===== src/rtl/cache_pkg.sv =====
// Shared widths and state encoding for the cache line adapter.
package cache_pkg;

  localparam int unsigned LINE_W      = 256;
  localparam int unsigned BEAT_W      = 64;
  localparam int unsigned ADDR_W      = 32;
  localparam int unsigned BEATS       = LINE_W / BEAT_W;
  localparam int unsigned CNT_W       = $clog2(BEATS);
  localparam int unsigned OFFSET_BITS = 5;

  typedef enum logic [1:0] {
    IDLE = 2'd0,
    RD   = 2'd1,
    WR   = 2'd2,
    DONE = 2'd3
  } adapter_state_t;

endpackage


===== src/rtl/cacheline_adapter.sv =====
// Cache line adapter: turns one 256-bit line read/write into a 4-beat,
// 64-bit burst on the memory port and returns a one-cycle line_resp.
module cacheline_adapter
  import cache_pkg::*;
(
  input  logic              clk,
  input  logic              rst,
  input  logic              line_read,
  input  logic              line_write,
  input  logic [ADDR_W-1:0] line_addr,
  input  logic [LINE_W-1:0] line_wdata,
  output logic [LINE_W-1:0] line_rdata,
  output logic              line_resp,
  output logic              mem_read,
  output logic              mem_write,
  output logic [ADDR_W-1:0] mem_addr,
  output logic [BEAT_W-1:0] mem_wdata,
  input  logic [BEAT_W-1:0] mem_rdata,
  input  logic              mem_resp
);

  localparam logic [ADDR_W-1:0] OFF_MASK = ADDR_W'((1 << OFFSET_BITS) - 1);
  localparam logic [CNT_W-1:0]  LAST_CNT = CNT_W'(BEATS - 1);

  adapter_state_t    state_q, state_d;
  logic [CNT_W-1:0]  cnt_q, cnt_d;
  logic [ADDR_W-1:0] addr_q, addr_d;
  logic [LINE_W-1:0] wbuf_q, wbuf_d;
  logic [LINE_W-1:0] rdata_q, rdata_d;
  logic              rd_q, rd_d;
  logic              wr_q, wr_d;
  logic              resp_q, resp_d;

  // State and output registers; reset discards any partial burst.
  always_ff @(posedge clk or posedge rst) begin
    if (rst) begin
      state_q <= IDLE;
      cnt_q   <= '0;
      addr_q  <= '0;
      wbuf_q  <= '0;
      rdata_q <= '0;
      rd_q    <= 1'b0;
      wr_q    <= 1'b0;
      resp_q  <= 1'b0;
    end else begin
      state_q <= state_d;
      cnt_q   <= cnt_d;
      addr_q  <= addr_d;
      wbuf_q  <= wbuf_d;
      rdata_q <= rdata_d;
      rd_q    <= rd_d;
      wr_q    <= wr_d;
      resp_q  <= resp_d;
    end
  end

  // Next-state logic; strobes are computed one cycle ahead so they come out registered.
  always_comb begin
    state_d = state_q;
    cnt_d   = cnt_q;
    addr_d  = addr_q;
    wbuf_d  = wbuf_q;
    rdata_d = rdata_q;
    rd_d    = 1'b0;
    wr_d    = 1'b0;
    resp_d  = 1'b0;

    unique case (state_q)
      IDLE: begin
        // Writeback takes priority over fill when both are requested.
        if (line_write) begin
          state_d = WR;
          wr_d    = 1'b1;
          addr_d  = line_addr & ~OFF_MASK;
          wbuf_d  = line_wdata;
          cnt_d   = '0;
        end else if (line_read) begin
          state_d = RD;
          rd_d    = 1'b1;
          addr_d  = line_addr & ~OFF_MASK;
          cnt_d   = '0;
        end
      end

      RD: begin
        rd_d = 1'b1;
        if (mem_resp) begin
          rdata_d[BEAT_W*cnt_q +: BEAT_W] = mem_rdata;
          cnt_d = cnt_q + CNT_W'(1);
          if (cnt_q == LAST_CNT) begin
            state_d = DONE;
            rd_d    = 1'b0;
            resp_d  = 1'b1;
          end
        end
      end

      WR: begin
        wr_d = 1'b1;
        if (mem_resp) begin
          cnt_d = cnt_q + CNT_W'(1);
          if (cnt_q == LAST_CNT) begin
            state_d = DONE;
            wr_d    = 1'b0;
            resp_d  = 1'b1;
          end
        end
      end

      DONE: begin
        state_d = IDLE;
      end

      default: begin
        state_d = IDLE;
      end
    endcase
  end

  assign line_rdata = rdata_q;
  assign line_resp  = resp_q;
  assign mem_read   = rd_q;
  assign mem_write  = wr_q;
  assign mem_addr   = addr_q;
  assign mem_wdata  = wbuf_q[BEAT_W*cnt_q +: BEAT_W];

endmodule


===== config.mk =====
export PLATFORM = sky130hd
export DESIGN_NAME = cacheline_adapter
export DESIGN_NICKNAME = d
export VERILOG_FILES = /design/src/rtl/cache_pkg.sv /design/src/rtl/cacheline_adapter.sv
export SDC_FILE = /design/constraint.sdc
export NUM_CORES = 1
export LEC_CHECK = 0
export CAP_MARGIN = 20
export CORE_AREA = 2 2 281 283
export CTS_BUF_LIST = sky130_fd_sc_hd__clkbuf_16
export CTS_CLUSTER_DIAMETER = 50
export CTS_CLUSTER_SIZE = 20
export DETAILED_ROUTE_END_ITERATION = 12
export DIE_AREA = 0 0 283 285
export SLEW_MARGIN = 20
export SYNTH_ARGS = -nofsm -noshare
export SYNTH_HDL_FRONTEND = slang
export SYNTH_SLANG_ARGS = --single-unit

===== constraint.sdc =====
create_clock -name clk -period 27.3 [get_ports clk]
set_input_delay 5.46 -clock clk [delete_from_list [all_inputs] [get_ports clk]]
set_output_delay 5.46 -clock clk [all_outputs]
set_load 0.005 [all_outputs]

# Word level (Yosys, flattened, before mapping)

Cells that the tools add are included.

RAM bits: 0
Flip-flop bits (word level): 551
Memory bits (read-only): 0
Bits of input ports: 357
Memories: 0
Output and inout port bits: 355
Bits in latches: 0

Muxes and demuxes: 22
Reduce and logical (&&, ||, !) cells: 9
Equality and inequality tests: 7
Add/sub/neg operators: 2
Div/mod/pow operators: 0
Shifts and indexed selects: 3
Multipliers: 0
Bitwise logic cells: 0
Magnitude comparators: 0

Operators with widths:

| operator                                                                  | number |
|---|---|
| 256-bit bitwise mux                                                       | 1 |
| 64-bit by 34-bit variable shift with 256-bit output, first input constant | 1 |
| 256-bit by 9-bit variable part select with 64-bit output                  | 1 |
| 64-bit by 34-bit variable part select with 256-bit output                 | 1 |
| 32-bit two-way mux                                                        | 2 |
| 8-bit negator with 34-bit output                                          | 1 |
| 2-bit two-way mux                                                         | 7 |
| 1-bit two-way mux                                                         | 8 |
| 2-bit == test, second input constant                                      | 3 |
| 2-bit one-hot mux with 3 select lines                                     | 1 |
| 2-bit AND reduction                                                       | 3 |
| 3-bit AND reduction                                                       | 2 |
| 2-bit by 1-bit inequality test with 1-bit output, second input constant   | 2 |
| 1-bit one-hot mux with 2 select lines                                     | 2 |
| 2-bit one-hot mux with 2 select lines                                     | 1 |
| 2-bit nonzero test                                                        | 2 |
| 3-bit inequality test, second input constant                              | 1 |
| 2-bit by 1-bit adder with 2-bit output, second input constant             | 1 |
| 2-bit by 1-bit == test with 1-bit output, second input constant           | 1 |
| 2-bit logical NOT                                                         | 1 |
| 2-bit OR reduction                                                        | 1 |

# Longest topological paths before layout

Depth in word-level cells: 4
Mapped depth: 10

# Least setup slack after synthesis

OpenSTA, ideal clock, no wires.

Path kind: reg-to-output
From: register cnt_q[0]
To: output port mem_wdata[11]
Path slack: 20357 ps
Required time: 21840 ps
Stages on the path, launching flop included: 5
Arrival time: 1483 ps
Path through: dfrtp_1 > buf_4 > buf_4 > buf_4 > mux4_2

Cells in the longest elaborated chain, start to end: 1

RTL lines:

| item                                                     | line                     | RTL |
|---|---|---|
| from (decl)                                              | cacheline_adapter.sv:26  | `logic [CNT_W-1:0] cnt_q, cnt_d;` |
| from (signal assigned)                                   | cacheline_adapter.sv:47  | `cnt_q <= cnt_d;` |
| 256-bit by 9-bit variable part select with 64-bit output | cacheline_adapter.sv:125 | `assign mem_wdata = wbuf_q[BEAT_W*cnt_q +: BEAT_W];` |
| to (decl)                                                | cacheline_adapter.sv:17  | `output logic [BEAT_W-1:0] mem_wdata,` |

No other way between the ends.

# Worst setup path in the final report

From: register cnt_q[0]
To: output port mem_wdata[62]

The elaborated chain is that of the path after synthesis.

==> run metrics <==
status=complete, no violations; sequential share of power=37.2%; met3 wire length=about 7000 um; Sink Count=~550; number of synthesized flops with an enable pin=0; design area=32000 sq um; max_cap viols=0; relative slew slack=roughly a third; Worst-path clk slew=0.05 ns; worst hold path class=reg -> reg; Post-CTS Setup Bufs=0; Die X=approximately 280 um; FF+latch count, synth=~550; pins over their slew limit=0; Multi-input gate area=7360 sq um; Bufs and invs on worst path=3; switching power=around 990 uW; Synth Flop Type=dfrtp_1; Data required, critical path=about 22 ns; Clock Power Share=around 28%; largest net degree at the start of global routing=103; TritonCTS Buffers=70; CP startpoint kind=flip-flop; PD cells=between 100 and 150 nW/um^2; CP endpoint=mem_wdata[62]; VDD IR max=between 0.00006 and 0.00007 V; Post-route DRC=0; root buffer cell=clkbuf_16; most frequent cell after synthesis=dfrtp_1; launching point of the worst reg2reg path=cnt_q[0]$_DFFE_PP0P_; post-synthesis cell count=around 1300; Largest stage delay, worst path=between 0.7 and 0.8 ns; Setup Viol. Count Final=0; Synth top cells by count=546 x dfrtp_1, 283 x mux2_2, 256 x a22o_1, 64 x mux4_2, 48 x buf_2; post-synth top area cell=dfrtp_1; Remaining Overflow, GRT=0; Power Internal=around 2.4 mW; Area growth syn-to-layout=48.4%; Highest Clock Rate=approximately 0.11 GHz; crit-path cells=buf_4 > buf_4 > mux4_2 > clkdlybuf4s50_1; CTS H-tree depth=3; crit path from=cnt_q[0]$_DFFE_PP0P_; Tcrit/Tclk final=between 30% and 40%; worst-skew pair later-pin latency=between 0.6 and 0.7 ns; buffers added on ports=701; Worst R2R End=line_rdata[150]$_DFFE_PP0P_; first-pass GRT wire length=between 100000 and 150000 um; register area=~14000 sq um; FFs w/ async S/R, synth=between 90% and 100%; nets@finish=2377; R2R setup slack=approximately 24 ns; top layer in use=met5; CP endpoint kind=output port; GR Util All Layers=between 10% and 20%; HPWL after detailed placement=roughly 47000 um; WS Path Type=reg -> out; I/O pin total=between 700 and 800; FF-to-FF path depth=7; worst setup margin=about 18 ns; initial antenna violation count=15; vias in the first global route=16106; CP Depth=4; Starting Density=27.7%; gpl congestion=~0.8; Post-Route M1 WL=25400 um; CTS tree=built; critical path arrival=3.56 ns; Core Box Area=around 78000 sq um; Fillers=roughly 7000; Synth cell types=35; mapped cell area=about 22000 sq um; row count=just over 100; Final ANT Viol Nets=0; via-per-instance ratio=4.73; RSZ-0062 raised after global routing=false; post-synth top area share=~63%; P_leak=between 10 and 15 nW; WL final=~68000 um; Die Area=a little over 80000 sq um; wire per inst=between 20 and 25 um; Slew @ Worst Pin=about 1.0 ns; Synth warnings=0; Max stage delay cell, worst path=buf_4; via count of the routed design=about 15000; Post-CTS Hold Fix Bufs=0; First-pass DRT Iterations=4; dpl ws=18.25 ns; Comb pwr share=approximately 35%; mean area per synthesized cell=roughly 16 sq um; aggregate negative setup slack=0 ns; Die H=285 um; Sw Share=29.1%; Worst path most repeated cell=buf_4; Synth area leaders=dfrtp_1 63%, mux2_2 15%, a22o_1 10%; register area share after synthesis=approximately 63%; Top delay family on crit path=buffers and inverters; Hold Fails Final Rpt=0; WL met2=33300 um; Worst Clk Skew=about 0.041 ns; Worst Path Max Fanout=39; initial DRC count=592; clk buf depth=3; fin crit period=9.02 ns; # resized after CTS=0; layout cells sized above 1=24.6%; Post-DP Area=approximately 30000 sq um
## logic make-up after synthesis
logic type,Yosys count,synth area share (%)
muxes,347,21.4
and+or+nand+nor,36,1.17
adders and majority gates,9,0.522
other,1,0.0174
DFF,546,63.3
buffers and inverters,111,2.78
AOI/OAI and AO/OA,266,10.7
## registers in the layout, summed over array words and instances (netlist names)
register    flops
cnt_q           2
line_rdata    256
line_resp       1
mem_addr       27
mem_read        1
mem_write       1
state_q         2
wbuf_q        256
## per-layer routing
layer	vias up	global-route usage (%)
met5	-	0
met3	132	7.23
li1	6412	-
met4	22	5.61
met1	7539	19.0
met2	656	27.7
## final cells by class
type	count	share of cell area (%)
Inverter	7	0.105
Clock buffer	71	5.55
Clock inverter	57	2.07
Sequential cell	546	42.7
Tap cell	1050	4.10
Antenna cell	5	0.0391
Timing Repair Buffer	723	22.5
Multi-Input combinational cell	663	23.0
## layout by cell type, fill, tap and decap left out, types with 13 or more instances in the layout
cell             netlist  layout
a22o_1               256     256
buf_4                 11      20
clkbuf_16              0      71
clkdlybuf4s50_1        0     701
dfrtp_1              546     544
inv_6                  0      13
inv_8                  0      13
mux2_2               283     283
mux4_2                64      64
## power groups by stage
| stage | logic, mW | clock network, mW | registers [mW] |
|---|---|---|---|
| after CTS | 1.20 | 0.985 | 1.26 |
| after detailed placement | 1.19 | 0 | 1.27 |
| after global routing | 1.26 | 1.02 | 1.29 |
| final | 1.17 | 0.956 | 1.26 |
| after global placement | 1.17 | 0 | 1.26 |
| after floorplan | 0.620 | 0 | 1.23 |
## worst min path at each step
stage	from	to	slack, ns	cells past startpoint
detailed placement	wbuf_q[163]$_DFFE_PP0P_	wbuf_q[163]$_DFFE_PP0P_	0.49	1
finish	wbuf_q[163]$_DFFE_PP0P_	wbuf_q[163]$_DFFE_PP0P_	0.50	1
floorplan	wbuf_q[128]$_DFFE_PP0P_	wbuf_q[128]$_DFFE_PP0P_	0.47	1
global placement	wbuf_q[163]$_DFFE_PP0P_	wbuf_q[163]$_DFFE_PP0P_	0.48	1
CTS	wbuf_q[163]$_DFFE_PP0P_	wbuf_q[163]$_DFFE_PP0P_	0.50	1
global route	wbuf_q[179]$_DFFE_PP0P_	wbuf_q[179]$_DFFE_PP0P_	0.51	1
## metrics by stage
stage	hold WS [ns]	std cells	total power, mW	util [%]
finish	0.496	3122	3.39	41.1
global route	0.510	3118	3.57	41.1
CTS	0.499	3117	3.44	41.0
detailed placement	0.488	2989	2.46	37.9
global placement	0.482	2989	2.43	37.9
floorplan	0.474	1320	1.85	-
(Power assumes the default switching activity.)
